$ cat src/rtl/avalon_arb_pkg.sv
// Shared types and constants for the two-master Avalon-MM arbiter.
// Optional build macro: AVALON_ARB_FIXED_PRIO_EN (selects fixed M1-over-M0 priority).
package avalon_arb_pkg;

    localparam int ARB_ADDR_W = 32;
    localparam int ARB_DATA_W = 32;

    typedef enum logic [1:0] {
        IDLE = 2'd0,
        GNT0 = 2'd1,
        GNT1 = 2'd2
    } arb_state_t;

    localparam logic [1:0] GRANT_NONE = 2'b00;
    localparam logic [1:0] GRANT_M0   = 2'b01;
    localparam logic [1:0] GRANT_M1   = 2'b10;

    // Map a one-hot winner onto the state that serves it.
    function automatic arb_state_t grant_to_state(input logic [1:0] g);
        arb_state_t s;
        case (g)
            GRANT_M0: s = GNT0;
            GRANT_M1: s = GNT1;
            default:  s = IDLE;
        endcase
        return s;
    endfunction

    // One-hot owner encoding of a state.
    function automatic logic [1:0] state_to_grant(input arb_state_t s);
        logic [1:0] g;
        case (s)
            GNT0:    g = GRANT_M0;
            GNT1:    g = GRANT_M1;
            default: g = GRANT_NONE;
        endcase
        return g;
    endfunction

endpackage

$ cat src/rtl/avalon_arb_pick.sv
// Combinational winner selection for the arbiter.
// Optional build macro: AVALON_ARB_FIXED_PRIO_EN (M1 always wins a tie; `last` ignored).
// Default build: round-robin, the master that is not `last` wins a tie.
module avalon_arb_pick
    import avalon_arb_pkg::*;
(
    input  logic       req0,
    input  logic       req1,
    input  logic       last,
    output logic [1:0] win
);

    logic [1:0] win_s;

`ifdef AVALON_ARB_FIXED_PRIO_EN
    logic unused_last_s;
    assign unused_last_s = last;
`endif

    // Pick a one-hot winner; a lone requester always wins.
    always_comb begin
        win_s = GRANT_NONE;
        case ({req1, req0})
            2'b01: win_s = GRANT_M0;
            2'b10: win_s = GRANT_M1;
            2'b11: begin
`ifdef AVALON_ARB_FIXED_PRIO_EN
                win_s = GRANT_M1;
`else
                if (last) begin
                    win_s = GRANT_M0;
                end else begin
                    win_s = GRANT_M1;
                end
`endif
            end
            default: win_s = GRANT_NONE;
        endcase
    end

    assign win = win_s;

endmodule

$ cat src/rtl/avalon_bus_arbiter.sv
// Two-master (M0 fetch, M1 data) to one-slave Avalon-MM arbiter.
// The grant is held until the slave completes the transfer; the granted
// master's request is forwarded combinationally, the other master is stalled.
// Optional build macro: AVALON_ARB_FIXED_PRIO_EN (fixed priority, M1 over M0);
// default build is round-robin using a last-winner register.
module avalon_bus_arbiter
    import avalon_arb_pkg::*;
#(
    parameter int ADDR_W = ARB_ADDR_W,
    parameter int DATA_W = ARB_DATA_W
) (
    input  logic                  clk,
    input  logic                  reset,
    input  logic [ADDR_W-1:0]     m0_address,
    input  logic [DATA_W/8-1:0]   m0_byteenable,
    input  logic                  m0_read,
    input  logic                  m0_write,
    input  logic [DATA_W-1:0]     m0_writedata,
    output logic                  m0_waitrequest,
    output logic [DATA_W-1:0]     m0_readdata,
    input  logic [ADDR_W-1:0]     m1_address,
    input  logic [DATA_W/8-1:0]   m1_byteenable,
    input  logic                  m1_read,
    input  logic                  m1_write,
    input  logic [DATA_W-1:0]     m1_writedata,
    output logic                  m1_waitrequest,
    output logic [DATA_W-1:0]     m1_readdata,
    output logic [ADDR_W-1:0]     s_address,
    output logic [DATA_W/8-1:0]   s_byteenable,
    output logic                  s_read,
    output logic                  s_write,
    output logic [DATA_W-1:0]     s_writedata,
    input  logic                  s_waitrequest,
    input  logic [DATA_W-1:0]     s_readdata,
    output logic [1:0]            grant,
    output logic                  busy
);

    localparam int BE_W = DATA_W / 8;

    arb_state_t          state_q, state_d;
    logic [1:0]          grant_q, grant_d;
    logic                busy_q, busy_d;
    logic                req0_s, req1_s, done_s, pick_last_s;
    logic [1:0]          win_s;
    logic [ADDR_W-1:0]   s_address_s;
    logic [BE_W-1:0]     s_byteenable_s;
    logic                s_read_s, s_write_s;
    logic [DATA_W-1:0]   s_writedata_s;
    logic                m0_wait_s, m1_wait_s;

    assign req0_s = m0_read | m0_write;
    assign req1_s = m1_read | m1_write;
    assign done_s = (s_read_s | s_write_s) & ~s_waitrequest;

`ifdef AVALON_ARB_FIXED_PRIO_EN
    // Fixed priority needs no history.
    assign pick_last_s = 1'b1;
`else
    logic last_q, last_d;

    // The finishing owner becomes the last winner.
    always_comb begin
        last_d = last_q;
        if (done_s && (state_q == GNT0)) begin
            last_d = 1'b0;
        end else if (done_s && (state_q == GNT1)) begin
            last_d = 1'b1;
        end else begin
            last_d = last_q;
        end
    end

    // Last-winner register; M0 wins the first tie out of reset.
    always_ff @(posedge clk or negedge reset) begin
        if (!reset) begin
            last_q <= 1'b1;
        end else begin
            last_q <= last_d;
        end
    end

    // While granted, the policy sees the current owner as last, so a
    // handover on completion favours the other master.
    assign pick_last_s = (state_q == GNT0) ? 1'b0 :
                         ((state_q == GNT1) ? 1'b1 : last_q);
`endif

    avalon_arb_pick u_pick (
        .req0 (req0_s),
        .req1 (req1_s),
        .last (pick_last_s),
        .win  (win_s)
    );

    // Next owner: arbitrate from idle, hand over on completion, drop on abort.
    always_comb begin
        state_d = state_q;
        case (state_q)
            IDLE: state_d = grant_to_state(win_s);
            GNT0: begin
                if (done_s) begin
                    state_d = grant_to_state(win_s);
                end else if (!req0_s) begin
                    state_d = IDLE;
                end else begin
                    state_d = GNT0;
                end
            end
            GNT1: begin
                if (done_s) begin
                    state_d = grant_to_state(win_s);
                end else if (!req1_s) begin
                    state_d = IDLE;
                end else begin
                    state_d = GNT1;
                end
            end
            default: state_d = IDLE;
        endcase
        grant_d = state_to_grant(state_d);
        busy_d  = (state_d != IDLE);
    end

    // Owner FSM with registered grant/busy; reset drops the grant at once.
    always_ff @(posedge clk or negedge reset) begin
        if (!reset) begin
            state_q <= IDLE;
            grant_q <= GRANT_NONE;
            busy_q  <= 1'b0;
        end else begin
            state_q <= state_d;
            grant_q <= grant_d;
            busy_q  <= busy_d;
        end
    end

    // Forward the owner's request to the slave and stall everyone else.
    always_comb begin
        s_address_s    = {ADDR_W{1'b0}};
        s_byteenable_s = {BE_W{1'b0}};
        s_read_s       = 1'b0;
        s_write_s      = 1'b0;
        s_writedata_s  = {DATA_W{1'b0}};
        m0_wait_s      = 1'b1;
        m1_wait_s      = 1'b1;
        case (state_q)
            GNT0: begin
                s_address_s    = m0_address;
                s_byteenable_s = m0_byteenable;
                s_read_s       = m0_read;
                s_write_s      = m0_write;
                s_writedata_s  = m0_writedata;
                m0_wait_s      = s_waitrequest;
            end
            GNT1: begin
                s_address_s    = m1_address;
                s_byteenable_s = m1_byteenable;
                s_read_s       = m1_read;
                s_write_s      = m1_write;
                s_writedata_s  = m1_writedata;
                m1_wait_s      = s_waitrequest;
            end
            IDLE: begin
                m0_wait_s = 1'b1;
                m1_wait_s = 1'b1;
            end
            default: begin
                m0_wait_s = 1'b1;
                m1_wait_s = 1'b1;
            end
        endcase
    end

    assign s_address      = s_address_s;
    assign s_byteenable   = s_byteenable_s;
    assign s_read         = s_read_s;
    assign s_write        = s_write_s;
    assign s_writedata    = s_writedata_s;
    assign m0_waitrequest = m0_wait_s;
    assign m1_waitrequest = m1_wait_s;
    assign m0_readdata    = s_readdata;
    assign m1_readdata    = s_readdata;
    assign grant          = grant_q;
    assign busy           = busy_q;

endmodule

$ cat config.mk
export PLATFORM = sky130hd
export DESIGN_NAME = avalon_bus_arbiter
export DESIGN_NICKNAME = d
export VERILOG_FILES = /design/src/rtl/avalon_arb_pkg.sv /design/src/rtl/avalon_arb_pick.sv /design/src/rtl/avalon_bus_arbiter.sv
export SDC_FILE = /design/constraint.sdc
export NUM_CORES = 1
export LEC_CHECK = 0
export CAP_MARGIN = 20
export CORE_AREA = 2 2 120 122
export CTS_CLUSTER_SIZE = 30
export DETAILED_ROUTE_END_ITERATION = 6
export DIE_AREA = 0 0 122 124
export REMOVE_ABC_BUFFERS = 1
export SYNTH_ARGS = -nofsm -noshare
export SYNTH_HDL_FRONTEND = slang
export SYNTH_SLANG_ARGS = --single-unit
$ cat constraint.sdc
create_clock -name clk -period 1.9 [get_ports clk]
set_input_delay 0.57 -clock clk [delete_from_list [all_inputs] [get_ports clk]]
set_output_delay 0.57 -clock clk [all_outputs]
set_load 0.05 [all_outputs]
==> summary.md, run 1 <==
| Metric | Value |
|---|---|
| WL per Instance | `27.0 um` |
| Crit Path Max Fanout | `8` |
| Largest net degree at the start of global routing | `46` |
| Area growth, synth to finish | `183%` |
| Critical path startpoint category | `register` |
| Fmax | `0.439 GHz` |
| Delay-heaviest family, CP | `buffers and inverters` |
| Main synth FF type | `dfrtp_1` |
| Post-Synth Adder-Cell Area | `0.0326` |
| Compound-gate portion of the synthesized area | `0.300` |
| Final setup skew | `0.000994 ns` |
| Avg Inst Size Synth | `7.21 sq um` |
| Clock Tree Buf Depth | `2` |
| CP Buf/Inv Count | `4` |
| Dpl ws | `-0.397 ns` |
| Slowest stage cell, crit path | `dfrtp_1` |
| Final cell count without fillers | `612` |
| Clock transition at path regs | `0.03 ns` |
| Count of pins over their slew limit | `0` |
| CP Depth | `7` |
| Synth Area in Simple Gates | `0.279` |
| Gr ovfl total | `0` |
| # nets final | `613` |
| RSZ-0062 raised after global routing | `true` |
| Hold crit path type | `register to register` |
| Global-route wire length before repair | `20.0 mm` |
| GP Congestion | `0.911` |
| Path depth of the worst reg2reg path | `8` |
| GRT Util Overall | `0.191` |
| Critical path class | `register to output pin` |
| Seq/Total Area, Yosys | `0.0789` |
| Leakage | `1.95 nW` |
| Worst Setup End Kind | `output pin` |
| Reg area | `151 sq um` |
| Router iterations before antenna repair | `6` |
| # port buffers | `217` |
| CORE AREA | `13700 sq um` |
| Area share of xor/xnor cells in the synthesized design | `0` |
| Slew @ Worst Pin | `0.303 ns` |
| Post-route setup slack | `-0.377 ns` |
| PwrDens | `1790 nW/um^2` |
| Hold path cells | `2` |
| Clock buffer count from CTS | `3` |
| Number of synthesized flops with an enable pin | `0` |
| Max Cap Viol | `0` |
| Hold buffers post-CTS | `0` |
| IO Pins | `314` |
| Final setup viols | `76` |
| Reg2reg start | `state_q[0]` |
| Hold Crit Start | `last_q` |
| Placed cell area | `4670 sq um` |
| Row count | `43` |
| Antenna diodes | `0` |
| Initial core utilization | `0.140` |
| DR iter-0 viols | `103` |
| CP peak stage delay | `0.41 ns` |
| Layout cell share with drive strength beyond 1 | `0.502` |
| Clock sink count | `6` |
| CTS tree | `done` |
| Power, Total | `9.72 mW` |
| Vias per Instance | `4.52` |
| CP Data Arrival Time | `1.71 ns` |
| Ys Warns | `0` |
| Root buffer cell | `clkbuf_16` |
| CP Data Required Time | `1.33 ns` |
| Detail Route Antenna Nets | `0` |
| Fill cells | `1302` |
| Hold Fails Final Rpt | `0` |
| Post-layout minimum cycle time | `2.28 ns` |
| Clk_lat worst skew | `0.23 ns` |
| Vias in the first global route | `2691` |
| Final period utilization | `1.20` |
| Failing checks | `setup timing` |
| DIE WIDTH | `122 um` |
| Design area | `5430 sq um` |
| Post-DP HPWL | `13.2 mm` |
| Die Ht | `124 um` |
| DRC errors left | `0` |
| VDD IR-drop max | `908 uV` |
| Cells after Synth | `266` |
| Slew headroom | `0.798` |
| Dpl cells | `594` |
| Cell breakdown of the critical path | `buf_6 > ha_4 > buf_12 > buf_6 > a22oi_2 > nor2b_2 > buf_12` |
| Main combinational cell family by area after synthesis | `buffers and inverters` |
| Status | `complete, but fails checks` |
| Die footprint | `15100 sq um` |
| Synth Cell Area | `1920 sq um` |
| Crit path launch | `state_q[1]` |
| Number of distinct library cells after synthesis | `27` |
| Synth Register Bits | `6` |
| Footprint of the multi-input gates | `1590 sq um` |
| WL final | `16.5 mm` |
| Async set-or-reset flop fraction in the synthesized netlist | `1.00` |
| Mux cell area share after synthesis | `0` |
| # H-tree levels | `1` |
| Initial antenna violation count | `0` |
| DR vias | `2767` |
Yosys cell counts, drive strengths merged (2+ instances only):
cell type  number  area, sq um
clkbuf         14         52.6
buf            73          526
nand2           2         7.51
dfrtp           5          125
inv             4         15.0
nor2            7         26.3
nor2b          70          438
and2b           2         17.5
ha              5         62.6
a22oi          70          526
kinds of logic after synthesis:
family	count (synthesis)
AO/OA/AOI/OAI	76
adder cells (fa/ha/maj)	5
buffers and inverters	91
flip-flops	6
AND/OR/NAND/NOR	88
layer usage:
metal  vias to the layer above  GRT usage  routed length (um)
li1                       1204          -                   -
met5                         -     0.0104                   0
met1                      1325      0.179                5320
met2                       220      0.301                7540
met3                        18      0.171                3130
met4                         0     0.0639                 543
worst register-to-register path, cell delays in order, from the launching register on:
cell and delay (ns):
dfrtp_1 0.39, inv_2 0.13, ha_4 0.26, clkbuf_16 0.20, and2b_4 0.21, a31o_2 0.25, a221o_1 0.35, inv_2 0.07
nor2_1 0.04
cell type report:
class,instances,area share
Clock buffer,4,0.0145
Timing Repair Buffer,249,0.621
Inverter,4,0.00276
Tap cell,180,0.0415
Sequential cell,6,0.0279
Multi-Input combinational cell,169,0.292
power breakdown:
group	leakage (nW)	internal (mW)	total (mW)	switching, mW
combinational	1.84	4.54	9.13	4.60
sequential	0.0732	0.193	0.232	0.0385
clock	0.0382	0.279	0.353	0.0746
stage by stage:
step	util	hold WS, ns	TNS, ns
6_report	0.396	0.513	-23.16
5_1_grt	0.396	0.525	-27.66
4_1_cts	0.372	0.501	-25.31
3_5_place_dp	0.340	0.494	-16.08
3_3_place_gp	0.340	0.492	-14.78
2_1_floorplan	-	0.274	-107.38
repair_timing:
action | CTS | global route
endpoints found under the setup margin | 77 | 77
pin swaps | 9 | 22
resized for setup | 64 | 74
buffers inserted | 11 | 5
cloned | 2 | 3
sequential cells by signal, indices dropped and copies added (netlist names):
signal / cells
state_q: 2
last_q: 1
busy: 1
grant: 2
worst paths after layout:
path	slack (ns)	to
worst max-delay path	-0.38	s_writedata[2]
worst min-delay path	0.51	last_q
worst max register to register	-0.11	grant[0]
worst min register to register	0.51	last_q
max in group asynchronous	1.06	last_q
min in group asynchronous	0.58	grant[1]
cells in the final DEF (no fill, tap or decap), types with 2 or more instances in the layout:
cell             instances
ha_4                     4
clkbuf_16               13
nor2b_1                  6
dfrtp_1                  5
buf_6                   11
inv_2                    3
clkdlybuf4s50_1        142
a22oi_2                 30
nor2b_4                  6
buf_4                   11
nor2b_2                 58
nand2_1                  2
a22oi_1                 40
buf_12                  74
nor2_1                   7
Note: power is estimated with default switching activity, not from simulation.
==> run 2: changes to the inputs <==
Settings changed: GPL_ROUTABILITY_DRIVEN set to 0.
==> results of run 2 <==
No change in the layout: final DEF, timing and power equal those of run 1.
==> RTL change (config.mk and constraints of run 2) <==
Re-encode `arb_state_t` (3 states) as one-hot, 3 bits wide.
--- a/src/rtl/avalon_arb_pkg.sv
+++ b/src/rtl/avalon_arb_pkg.sv
@@ -5,10 +5,10 @@
     localparam int ARB_ADDR_W = 32;
     localparam int ARB_DATA_W = 32;
 
-    typedef enum logic [1:0] {
-        IDLE = 2'd0,
-        GNT0 = 2'd1,
-        GNT1 = 2'd2
+    typedef enum logic [2:0] {
+        IDLE = 3'b001,
+        GNT0 = 3'b010,
+        GNT1 = 3'b100
     } arb_state_t;
 
     localparam logic [1:0] GRANT_NONE = 2'b00;
Behaviour: same outputs for any inputs over 10 cycles, from zero or initial values and one cycle with reset low; not proved beyond that.
==> RTL change against run 2 <==
  * The flow still finishes with violations (setup timing)
  * Count of clock-buffer cells in the layout is the same
  * Critical path depth fell by 1
  * Sequential share of layout area grew 0.46 points
  * Cell area up 0.65%
  * Largest cell class unchanged
  * Fmax rose by 0.33%
  * First-iteration DRC count fell by 18%
  * Largest power group unchanged
  * Total power is 46% lower
  * Final cell count fell by 5.4%
  * Setup slack improved by 0.0076 ns
  * Worst hold slack gained 0.092 ns
  * Area after synthesis decreased by 14%
  * Sequential cell count rose by 1
  * Wire length decreased by 19%
==> RTL change: results (changes against run 2) <==
stage	metric	value	unit	change
sta	Worst-Margin Slew	0.516	ns	+0.213 ns
detailed_routing	Starting DRT DRC Count	84		-18%
placement	dpl hpwl	10000	um	-24%
clock_tree	Root Driver	clkbuf_16		
setup_path	Max FO, Critical Path	11		+3
detailed_routing	DR pass1 iterations	4		-2
run_status	violated checks	setup timing		
hold_path	Tightest Hold Check Type	input port to async pin		
setup_path	worst reg2reg setup slack	-0.16	ns	-0.05 ns
detailed_routing	via count	2538		-8.3%
pwr	VDD IR max	0.493	mV	-46%
synth	sequential area share after synthesis	10.8	%	+2.9 points
setup_path	kind of cell adding the most delay to the critical path	buffers and inverters		
layout	layout cells sized above 1	53.1	%	+2.9 points
setup_path	CP peak stage delay	0.56	ns	+0.15 ns
synth	count of different cell masters after synthesis	33		+22%
sta	setup violators final	76		unchanged
global_routing	pin count of the biggest net entering global routing	23		-50%
global_routing	gr usage total	15.4	%	-3.7 points
setup_path	Reg2Reg Depth	11		+3
synth	syn avg cell area	8.23	um^2	+14%
synth	predominant post-synthesis flop cell	dfrtp_1		
synth	Synth warnings	0		unchanged
setup_path	Crit-path slowest cell	dfstp_2		
sta	PnR worst setup slack	-0.370	ns	+0.00758 ns
global_routing	vias in the first global route	2586		-3.9%
placement	Placed Instances	547		-7.9%
sta	clk_skew	0.00135	ns	+0.000357 ns
global_routing	first-pass GRT wire length	17200	um	-14%
layout	fin cells	579		-5.4%
run_status	outcome	finished with violations		
synth	ranking of synthesized cells by area	a22o_1, buf_4, dfrtp_1		
pwr	Static Leak	2.30	nW	+18%
synth	top post-synthesis cells by count	a22o_1, buf_4, buf_2, nor2_1		
placement	IO buf count	217		unchanged
placement	dpl ws	-0.702	ns	-0.305 ns
clock_tree	H-tree depth	1		unchanged
setup_path	r2r endpoint	grant[1]$_DFF_PN0_		
setup_path	worst r2r src	state_q[1]$_DFF_PN0_		
placement	Cell Area, Placed	4470	um^2	-4.2%
detailed_routing	wire per inst	23.2	um	-14%
layout	Filler cells	1280		-1.7%
[RTL change: metal layers]
metal  track usage, %  vias up  wire (um)
met3             9.75       10       2060
met1             17.9     1201       4950
li1                 -     1094          -
met2             24.4      229       6210
met5             6.94        -         99
met4             1.08        4         95
[RTL change: logic make-up after synthesis]
logic type	share of synthesized area, %
mux	0.684
compound gates	42.7
buf+inv	34.8
simple gates	9.51
flops	10.8
fa+ha+maj	1.52
[RTL change: worst max-delay path by stage]
stage                          from                 end  slack [ns]
2_1_floorplan  state_q[2]$_DFF_PN0_        s_address[0]       -1.31
5_1_grt        state_q[1]$_DFF_PN0_       s_address[23]       -0.42
6_report       state_q[0]$_DFF_PN1_      s_writedata[9]       -0.37
3_3_place_gp               m1_write  grant[1]$_DFF_PN0_       -0.62
3_5_place_dp               m1_write  grant[1]$_DFF_PN0_       -0.70
4_1_cts        state_q[1]$_DFF_PN0_     s_writedata[10]       -0.39
[RTL change: repair_timing]
| action | CTS | global route |
|---|---|---|
| hold buffers | 0 | 0 |
| gates resized for setup | 72 | 33 |
| pin swaps | 21 | 17 |
| setup endpoints to repair | 78 | 77 |
| gates cloned | 3 | 2 |
| buffers inserted | 16 | 9 |
[RTL change: power by group]
part           internal, mW  switching [mW]
clock network         0.279          0.0769
logic                  2.38            2.22
registers             0.219          0.0437
[RTL change: final cells by class]
cell class,count,share of cell area [%]
flip-flops and latches,7,3.25
inverters,4,0.275
well taps,180,4.12
multi-input cells,110,25.5
clock buffers,4,1.44
repair buffers,274,65.4
[RTL change: through the flow]
step	hold slack (ns)	utilization (%)	TNS [ns]	power (mW)
finish	0.605	39.8	-23.32	5.22
global route	0.624	39.8	-27.25	5.41
CTS	0.613	37.5	-23.40	4.94
detailed placement	0.642	32.6	-12.64	3.82
global placement	0.638	32.6	-10.10	3.80
floorplan	0.274	-	-93.78	1.91
